`src/rtl/rtype_issue_unit_pkg.sv`:
```
// Shared types and encoding constants for the R-type issue unit.
package rtype_issue_unit_pkg;

    // Sequencer states
    typedef enum logic [1:0] {
        ST_IDLE = 2'd0,
        ST_RUN  = 2'd1,
        ST_DONE = 2'd2,
        ST_ERR  = 2'd3
    } state_e;

    // RISC-V R-type major opcode
    localparam logic [6:0] OPC_RTYPE = 7'b0110011;

    // funct7 values accepted by the downstream datapath (base and alternate, e.g. add/sub)
    localparam logic [6:0] F7_BASE = 7'b0000000;
    localparam logic [6:0] F7_ALT  = 7'b0100000;

endpackage

```
`src/rtl/rtype_word_check.sv`:
```
// Combinational classifier: splits a program word into terminator, legal R-type
// or illegal. Exactly one of the three outputs is high for any input.
module rtype_word_check
    import rtype_issue_unit_pkg::*;
(
    input  logic [31:0] word_i,
    output logic        is_term_o,
    output logic        is_legal_o,
    output logic        is_illegal_o
);

    logic opc_ok;
    logic f7_ok;

    assign opc_ok = (word_i[6:0] == OPC_RTYPE);
    assign f7_ok  = (word_i[31:25] == F7_BASE) || (word_i[31:25] == F7_ALT);

    // An all-zero word terminates the program; it can never be a legal R-type
    // because its opcode field is zero.
    always_comb begin
        is_term_o    = (word_i == 32'h0);
        is_legal_o   = opc_ok && f7_ok;
        is_illegal_o = !is_term_o && !is_legal_o;
    end

endmodule

```
`src/rtl/rtype_issue_unit.sv`:
```
// Program-store sequencer that presents R-type instructions to a downstream
// datapath with a valid/ready handshake, stopping on a zero word or an illegal one.
module rtype_issue_unit
    import rtype_issue_unit_pkg::*;
#(
    parameter int DEPTH = 32,
    parameter int AW    = 5
) (
    input  logic          clk,
    input  logic          rst,
    input  logic          prog_we,
    input  logic [AW-1:0] prog_addr,
    input  logic [31:0]   prog_data,
    input  logic          start,
    input  logic          ready,
    output logic [31:0]   I,
    output logic          valid,
    output logic [AW-1:0] pc,
    output logic [AW:0]   issued_cnt,
    output logic          busy,
    output logic          done,
    output logic          err
);

    localparam logic [AW-1:0] PC_LAST = AW'(DEPTH - 1);
    localparam logic [AW:0]   CNT_ONE = (AW + 1)'(1);

    state_e        state_q, state_d;
    logic [AW-1:0] pc_q, pc_d;
    logic [AW:0]   cnt_q, cnt_d;
    logic [31:0]   store_q [DEPTH];
    logic [31:0]   word;
    logic          w_term, w_legal, w_illegal;

    assign word = store_q[pc_q];

    rtype_word_check u_check (
        .word_i       (word),
        .is_term_o    (w_term),
        .is_legal_o   (w_legal),
        .is_illegal_o (w_illegal)
    );

    // Program store: writable only while not issuing; reset leaves contents alone
    always_ff @(posedge clk) begin
        if (!rst && prog_we && (state_q != ST_RUN)) begin
            store_q[prog_addr] <= prog_data;
        end
    end

    // State, pc and accepted-instruction counter registers
    always_ff @(posedge clk) begin
        if (rst) begin
            state_q <= ST_IDLE;
            pc_q    <= '0;
            cnt_q   <= '0;
        end else begin
            state_q <= state_d;
            pc_q    <= pc_d;
            cnt_q   <= cnt_d;
        end
    end

    // Next-state logic: walk the store while words are legal and accepted
    always_comb begin
        state_d = state_q;
        pc_d    = pc_q;
        cnt_d   = cnt_q;
        case (state_q)
            ST_RUN: begin
                if (w_illegal) begin
                    // pc stays on the offending word for inspection
                    state_d = ST_ERR;
                end else if (w_term) begin
                    state_d = ST_DONE;
                end else if (ready) begin
                    cnt_d = cnt_q + CNT_ONE;
                    if (pc_q < PC_LAST) begin
                        pc_d = pc_q + 1'b1;
                    end else begin
                        // last entry accepted: stop rather than wrap to 0
                        state_d = ST_DONE;
                    end
                end
            end
            default: begin
                if (start) begin
                    state_d = ST_RUN;
                    pc_d    = '0;
                    cnt_d   = '0;
                end
            end
        endcase
    end

    // Outputs: handshake, presented word and state flags
    always_comb begin
        valid      = (state_q == ST_RUN) && w_legal;
        I          = valid ? word : 32'h0;
        pc         = pc_q;
        issued_cnt = cnt_q;
        busy       = (state_q == ST_RUN);
        done       = (state_q == ST_DONE);
        err        = (state_q == ST_ERR);
    end

endmodule

```
`config.mk`:
```
export PLATFORM = sky130hd
export DESIGN_NAME = rtype_issue_unit
export DESIGN_NICKNAME = d
export VERILOG_FILES = /design/src/rtl/rtype_issue_unit_pkg.sv /design/src/rtl/rtype_word_check.sv /design/src/rtl/rtype_issue_unit.sv
export SDC_FILE = /design/constraint.sdc
export NUM_CORES = 1
export LEC_CHECK = 0
export ABC_AREA = 1
export CORE_MARGIN = 5
export CORE_UTILIZATION = 35
export DETAILED_ROUTE_END_ITERATION = 10
export PLACE_DENSITY = 0.51
export SYNTH_ARGS = -nofsm -noshare
export SYNTH_HDL_FRONTEND = slang
export SYNTH_HIERARCHICAL = 1
export SYNTH_SLANG_ARGS = --single-unit
```
`constraint.sdc`:
```
create_clock -name clk -period 9.6 [get_ports clk]
set_input_delay 1.92 -clock clk [delete_from_list [all_inputs] [get_ports clk]]
set_output_delay 1.92 -clock clk [all_outputs]
set_load 0.01 [all_outputs]
```
==> flow_metrics.tcl, run 1 <==
set metrics [dict create \
    dr_wl_met2_um 61700 \
    ant_nets 0 \
    hpwlAfterDp_um 60700 \
    wl_um 130000 \
    antenna_found_initial 5 \
    synth-edff-count 1024 \
    num_rows 128 \
    grt_start_max_net_pins 229 \
    finalWeightedCongestion 0.744 \
    start_util 0.351 \
    final-setup-viol-count 0 \
    area_growth_pct 13.6 \
    clkTransAtPathRegs_ns 0.06 \
    synth_top_cell_area_share 0.721 \
    fin_crit_ns 7.88 \
    seq_area_sq_mm 0.0311 \
    synth.ff_latch_count 1042 \
    vias 27700 \
    syn_inst 3660 \
    grt_pass1_vias 26000 \
    cts_resized 0 \
    hold_buffers 0 \
    dieArea_sq_mm 0.129 \
    wl_met3_um 8690 \
    dp_cells 5204 \
    io_pins 89 \
    setup_tns_ns 0 \
    p_leak_nw 17.1 \
    wl_per_cell_um 24.1 \
    ys_types 28 \
    drv_cap 0 \
    status "finished clean" \
    synth_fp_nets 3704 \
    multi_input_area_sq_mm 0.0102 \
    grt_pass1_wl_um 187000 \
    dr.pass1.iters 5 \
    clkLatencyLatePin_ns 0.70 \
    via_per_inst 5.13 \
    cts_tree "done" \
    critPathKind "flop to output pin" \
    synthArstFlopShare 0 \
    clock_sinks 1042 \
    fin_nets 3735 \
    cts_buffers 110 \
    wirelength_met1_um 56000 \
    crit_arrival_ns 5.96 \
    rsz0062_at_grt "no" \
    grt_usage 0.196 \
    power.density_mw_per_mm2 201 \
    clock-root-buffer "clkbuf_16" \
    syn_area_sq_mm 0.0427 \
    place_ws_ns 2.49 \
    fmax_mhz 127 \
    portBuffers 88 \
    peakVddDrop_uv 146 \
    crit_path_start_kind "flop" \
    synth_area_leaders "edfxtp_1 72%, nand2_1 12%, nand3_1 10%" \
    totalPowerFinal_w 0.00975 \
    critPathMaxFanout 33 \
    setup_ws_ns 1.72 \
    layout.cells.non_filler 5409 \
    final_common_cell "nand2_1" \
    n_fill_cell 11600 \
    ctsHtreeMaxLevel 3 \
    hold_viol_final 0 \
    synth_seq_area_share 0.729 \
    cts.path.max_buffers 3 \
    layout_common_cells "1347 x nand2_1, 1024 x edfxtp_1, 852 x nand3_1, 113 x clkbuf_16, 88 x clkdlybuf4s50_1" \
    avgSynthCellArea_sq_um 11.7 \
    drc_errors 0 \
    grt.overflow.total 0 \
    drive_above_1_share 0.0690 \
    timing.final.crit_share 0.821 \
    yosysWarningCount 6 \
    hold_path_class "flop to flop" \
    die_h_um 359 \
    crit_path_end_kind "output pin" \
    post_cts_buffers 0 \
    max_slew_margin 0.158 \
    synth_top_flop_cell "edfxtp_1" \
    top_layer_used "met5" \
    finalMaxSlewViolations 0 \
    yosysTopAreaCell "edfxtp_1" \
    die_x_um 359 \
    drtIter0Drc 2860 \
    fin_worst_skew_ns 0.0335 \
    cp_data_required_time_ns 7.68 \
    coreArea_sq_mm 0.121 \
    worst_slew_pin_slew_ns 1.26 \
]
==> stage by stage <==
step                hold slack (ns)  utilization  cell area [sq um]
floorplan                     0.509            -              42700
global placement              0.496        0.370              44900
detailed placement            0.504        0.370              44900
CTS                           0.513        0.399              48500
global route                  0.546        0.399              48500
finish                        0.511        0.399              48500
==> sequential cells by signal (all words and copies together) (netlist names), named ones only <==
register / cells
issued_cnt: 6
pc: 5
store_q: 1024
state_q: 2
==> final timing paths <==
kind,slack [ns],to,from,cells past startpoint
worst max register to register,3.68,pc[2]$_SDFFE_PP0P_,flop,22
worst min register to register,0.51,issued_cnt[2]$_SDFFE_PP0P_,issued_cnt[2]$_SDFFE_PP0P_,2
worst max-delay path,1.72,I[31],flop,12
worst min-delay path,0.51,issued_cnt[2]$_SDFFE_PP0P_,issued_cnt[2]$_SDFFE_PP0P_,2
==> routing by layer <==
| layer | vias to the layer above | track usage |
|---|---|---|
| li1 | 12800 | - |
| met1 | 13800 | 0.272 |
| met2 | 934 | 0.317 |
| met3 | 199 | 0.0330 |
| met4 | 4 | 0.0585 |
| met5 | - | 0 |
==> report_power, final <==
| part | total [W] | switching, W | internal, W |
|---|---|---|---|
| combinational | 0.000516 | 0.000388 | 0.000128 |
| sequential | 0.00504 | 0.0000208 | 0.00502 |
| clock | 0.00420 | 0.00176 | 0.00243 |
| total | 0.00975 | 0.00217 | 0.00758 |
==> logic make-up (layout without fill, tap and decap cells) <==
group | after synthesis | in the layout | share of synthesized area
XOR/XNOR | 3 | 3 | 0.000616
other | 0 | 1 | 0
buffers and inverters | 280 | 403 | 0.0376
AND/OR/NAND/NOR | 2314 | 2314 | 0.230
adder cells (fa/ha/maj) | 2 | 2 | 0.000586
AO/OA/AOI/OAI | 19 | 19 | 0.00252
flip-flops | 1042 | 1042 | 0.729
==> critical path: stages, from the launching register on <==
cell	delay, ns
dfxtp_4	0.76
clkinv_2	0.87
buf_4	0.55
nand2_1	0.13
nand3_1	0.08
nand2_1	0.30
inv_1	0.15
nor3_1	0.24
nand3_1	0.10
nor2_1	0.15
nand2_2	0.51
nor2_1	0.68
clkdlybuf4s50_1	0.66
==> area by class of cell <==
class | instances | share of cell area
tap | 1625 | 0.0419
clock inverter | 75 | 0.0133
multi-input combinational | 2338 | 0.210
clock buffer | 129 | 0.0596
inverter | 58 | 0.00511
antenna | 1 | 0.0000516
sequential | 1042 | 0.642
timing repair buffer | 141 | 0.0277
==> cell usage after synthesis, types with 2 or more instances <==
cell	n
nand4_1	2
ha_1	2
buf_4	49
o21ai_0	5
dfxtp_1	18
inv_2	4
nand3_1	852
xor2_1	2
edfxtp_1	1024
clkbuf_1	24
nor3_1	3
buf_1	14
nor2_1	100
nor2_2	5
o21a_1	2
nand2_1	1348
a21oi_1	9
inv_1	53
buf_2	104
nor2_4	2
buf_6	31
Power figures use the tool's default switching activity.
==> inputs of run 2 (changes only) <==
==> constraint.sdc (replaced) <==
create_clock -name clk -period 7.8 [get_ports clk]
set_input_delay 1.56 -clock clk [delete_from_list [all_inputs] [get_ports clk]]
set_output_delay 1.56 -clock clk [all_outputs]
set_load 0.01 [all_outputs]
==> run 2 against run 1 <==
Compared with the run above:
- global-route usage fell by 0.14 points
- non-clock buffer count rose by 10
- sequential share of layout area fell by 0.22 points
- clock skew fell by 0.0055 ns
- combinational power rose by 22%
- die area did not move
- hold slack got worse by 0.0011 ns
- utilization rose by 0.14 points
- cell area rose by 0.35%
- critical path depth did not move
==> flow_metrics.tcl, run 2 (synthesized netlist as in run 1, its figures left out) <==
set metrics [dict create \
    final_util 0.401 \
    grt.overflow.total 0 \
    dpl_cell_area_sq_mm 0.0450 \
    area_growth_pct 14.0 \
    grt_pass1_vias 26600 \
    p_leak_nw 17.1 \
    dr.pass1.iters 5 \
    slowest_stage "nor2_1" \
    finalWeightedCongestion 0.760 \
    cp_data_required_time_ns 6.24 \
    critPathBufInv 4 \
    critPathMaxStageDelay_ns 0.76 \
    multi_input_area_sq_mm 0.0102 \
    die_x_um 359 \
    setup_ws_ns 0.469 \
    setup_tns_ns 0 \
    critPathKind "flop to output pin" \
    grt_pass1_wl_um 188000 \
    io_pins 89 \
    finalMaxSlewViolations 0 \
    drv_cap 0 \
    ctsHtreeMaxLevel 3 \
    post_cts_buffers 0 \
    clkTransAtPathRegs_ns 0.06 \
    cts.path.max_buffers 3 \
    clkLatencyLatePin_ns 0.70 \
    cts_buffers 110 \
    hold_path_class "flop to flop" \
    clock_sinks 1042 \
    hold_viol_final 0 \
    die_h_um 359 \
    max_slew_margin 0.175 \
    grt_usage 0.194 \
    grt_start_max_net_pins 212 \
    hpwlAfterDp_um 66000 \
    fin_worst_skew_ns 0.0280 \
    timing.final.crit_share 0.940 \
    crit_path_start_kind "flop" \
    final_area_sq_mm 0.0486 \
    hold_buffers 0 \
    cts_resized 0 \
    n_fill_cell 11700 \
    start_util 0.351 \
    largest_register_ffs 1024 \
    top_register "store_q" \
    vias 27700 \
    antennaDiodeCount 0 \
    clock-root-buffer "clkbuf_16" \
    wl_um 128000 \
    fin_crit_ns 7.33 \
    status "finished clean" \
    final-setup-viol-count 0 \
    cts_tree "done" \
    wl_per_cell_um 23.7 \
    crit_arrival_ns 5.77 \
    fin_nets 3745 \
    antenna_found_initial 3 \
    final_common_cell "nand2_1" \
    crit_family "simple AND/OR/NAND/NOR gates" \
    crit_path_end_kind "output pin" \
    seq_area_sq_mm 0.0311 \
    dieArea_sq_mm 0.129 \
    drtIter0Drc 2875 \
    num_rows 128 \
    place_ws_ns 1.34 \
    drive_above_1_share 0.0717 \
    critPathMaxFanout 33 \
    drc_errors 0 \
    worst_slew_pin_slew_ns 1.23 \
    via_per_inst 5.11 \
    power.density_mw_per_mm2 249 \
    portBuffers 88 \
    fmax_mhz 136 \
    coreArea_sq_mm 0.121 \
    layout_common_cells "1347 x nand2_1, 1024 x edfxtp_1, 852 x nand3_1, 111 x clkbuf_16, 88 x clkdlybuf4s50_1" \
    peakVddDrop_uv 160 \
    rsz0062_at_grt "no" \
    ant_nets 0 \
    worstPathCellList "clkinv_2, buf_4, nand2_1, nand3_1, nand2_1, inv_1, nor3_1, nand3_1, nor2_1, nand2_2, nor2_1, clkdlybuf4s50_1" \
]
[run 2: final cells by class]
cell class	count	share of cell area
inverters	58	0.00509
well taps	1625	0.0418
multi-input cells	2338	0.210
flip-flops and latches	1042	0.640
repair buffers	151	0.0294
clock buffers	133	0.0588
clock inverters	73	0.0156
[run 2: worst paths after layout]
check / startpoint / endpoint / cells past startpoint / slack (ns)
worst min register to register: issued_cnt[1]$_SDFFE_PP0P_ / issued_cnt[1]$_SDFFE_PP0P_ / 2 / 0.51
worst min-delay path: issued_cnt[1]$_SDFFE_PP0P_ / issued_cnt[1]$_SDFFE_PP0P_ / 2 / 0.51
worst max register to register: flop / flop / 21 / 2.20
worst max-delay path: flop / I[31] / 12 / 0.47
[run 2: routing by layer]
| layer | share of wire | vias up | routed length [um] | global-route usage |
|---|---|---|---|---|
| li1 | - | 12900 | - | - |
| met2 | 0.47 | 819 | 60700 | 0.316 |
| met1 | 0.45 | 13800 | 57700 | 0.275 |
| met3 | 0.051 | 178 | 6560 | 0.0254 |
| met4 | 0.026 | 2 | 3390 | 0.0538 |
| met5 | 0.00010 | - | 13 | 0 |
[run 2: where the power goes]
part           internal [W]  switching, W
sequential          0.00617     0.0000260
combinational      0.000161      0.000471
clock               0.00307       0.00221
[run 2: worst register-to-register path, stage by stage, from the launching register on]
cell and delay [ns]:
dfxtp_4 0.52, inv_8 0.69, buf_12 0.35, buf_4 0.60
nand3_1 0.27, nand3_1 0.13, nand2_1 0.10, nand2_1 0.07
nand3_1 0.09, nand2_1 0.37, inv_1 0.09, nor2_1 0.11
nand2_1 0.06, nor2_2 0.18, nand2_1 0.09, nor2_2 0.27
nor2_1 0.19, nor2_1 0.27, nand4_1 0.22, nand2_1 0.24
o21ai_0 0.14, nor2_1 0.40
[run 2: through the flow]
stage | total power [W] | hold slack, ns | instances
5_1_grt | 0.0125 | 0.532 | 5420
6_report | 0.0121 | 0.510 | 5420
2_1_floorplan | 0.00664 | 0.509 | 3660
4_1_cts | 0.0122 | 0.510 | 5420
3_3_place_gp | 0.00695 | 0.499 | 5214
3_5_place_dp | 0.00695 | 0.501 | 5214
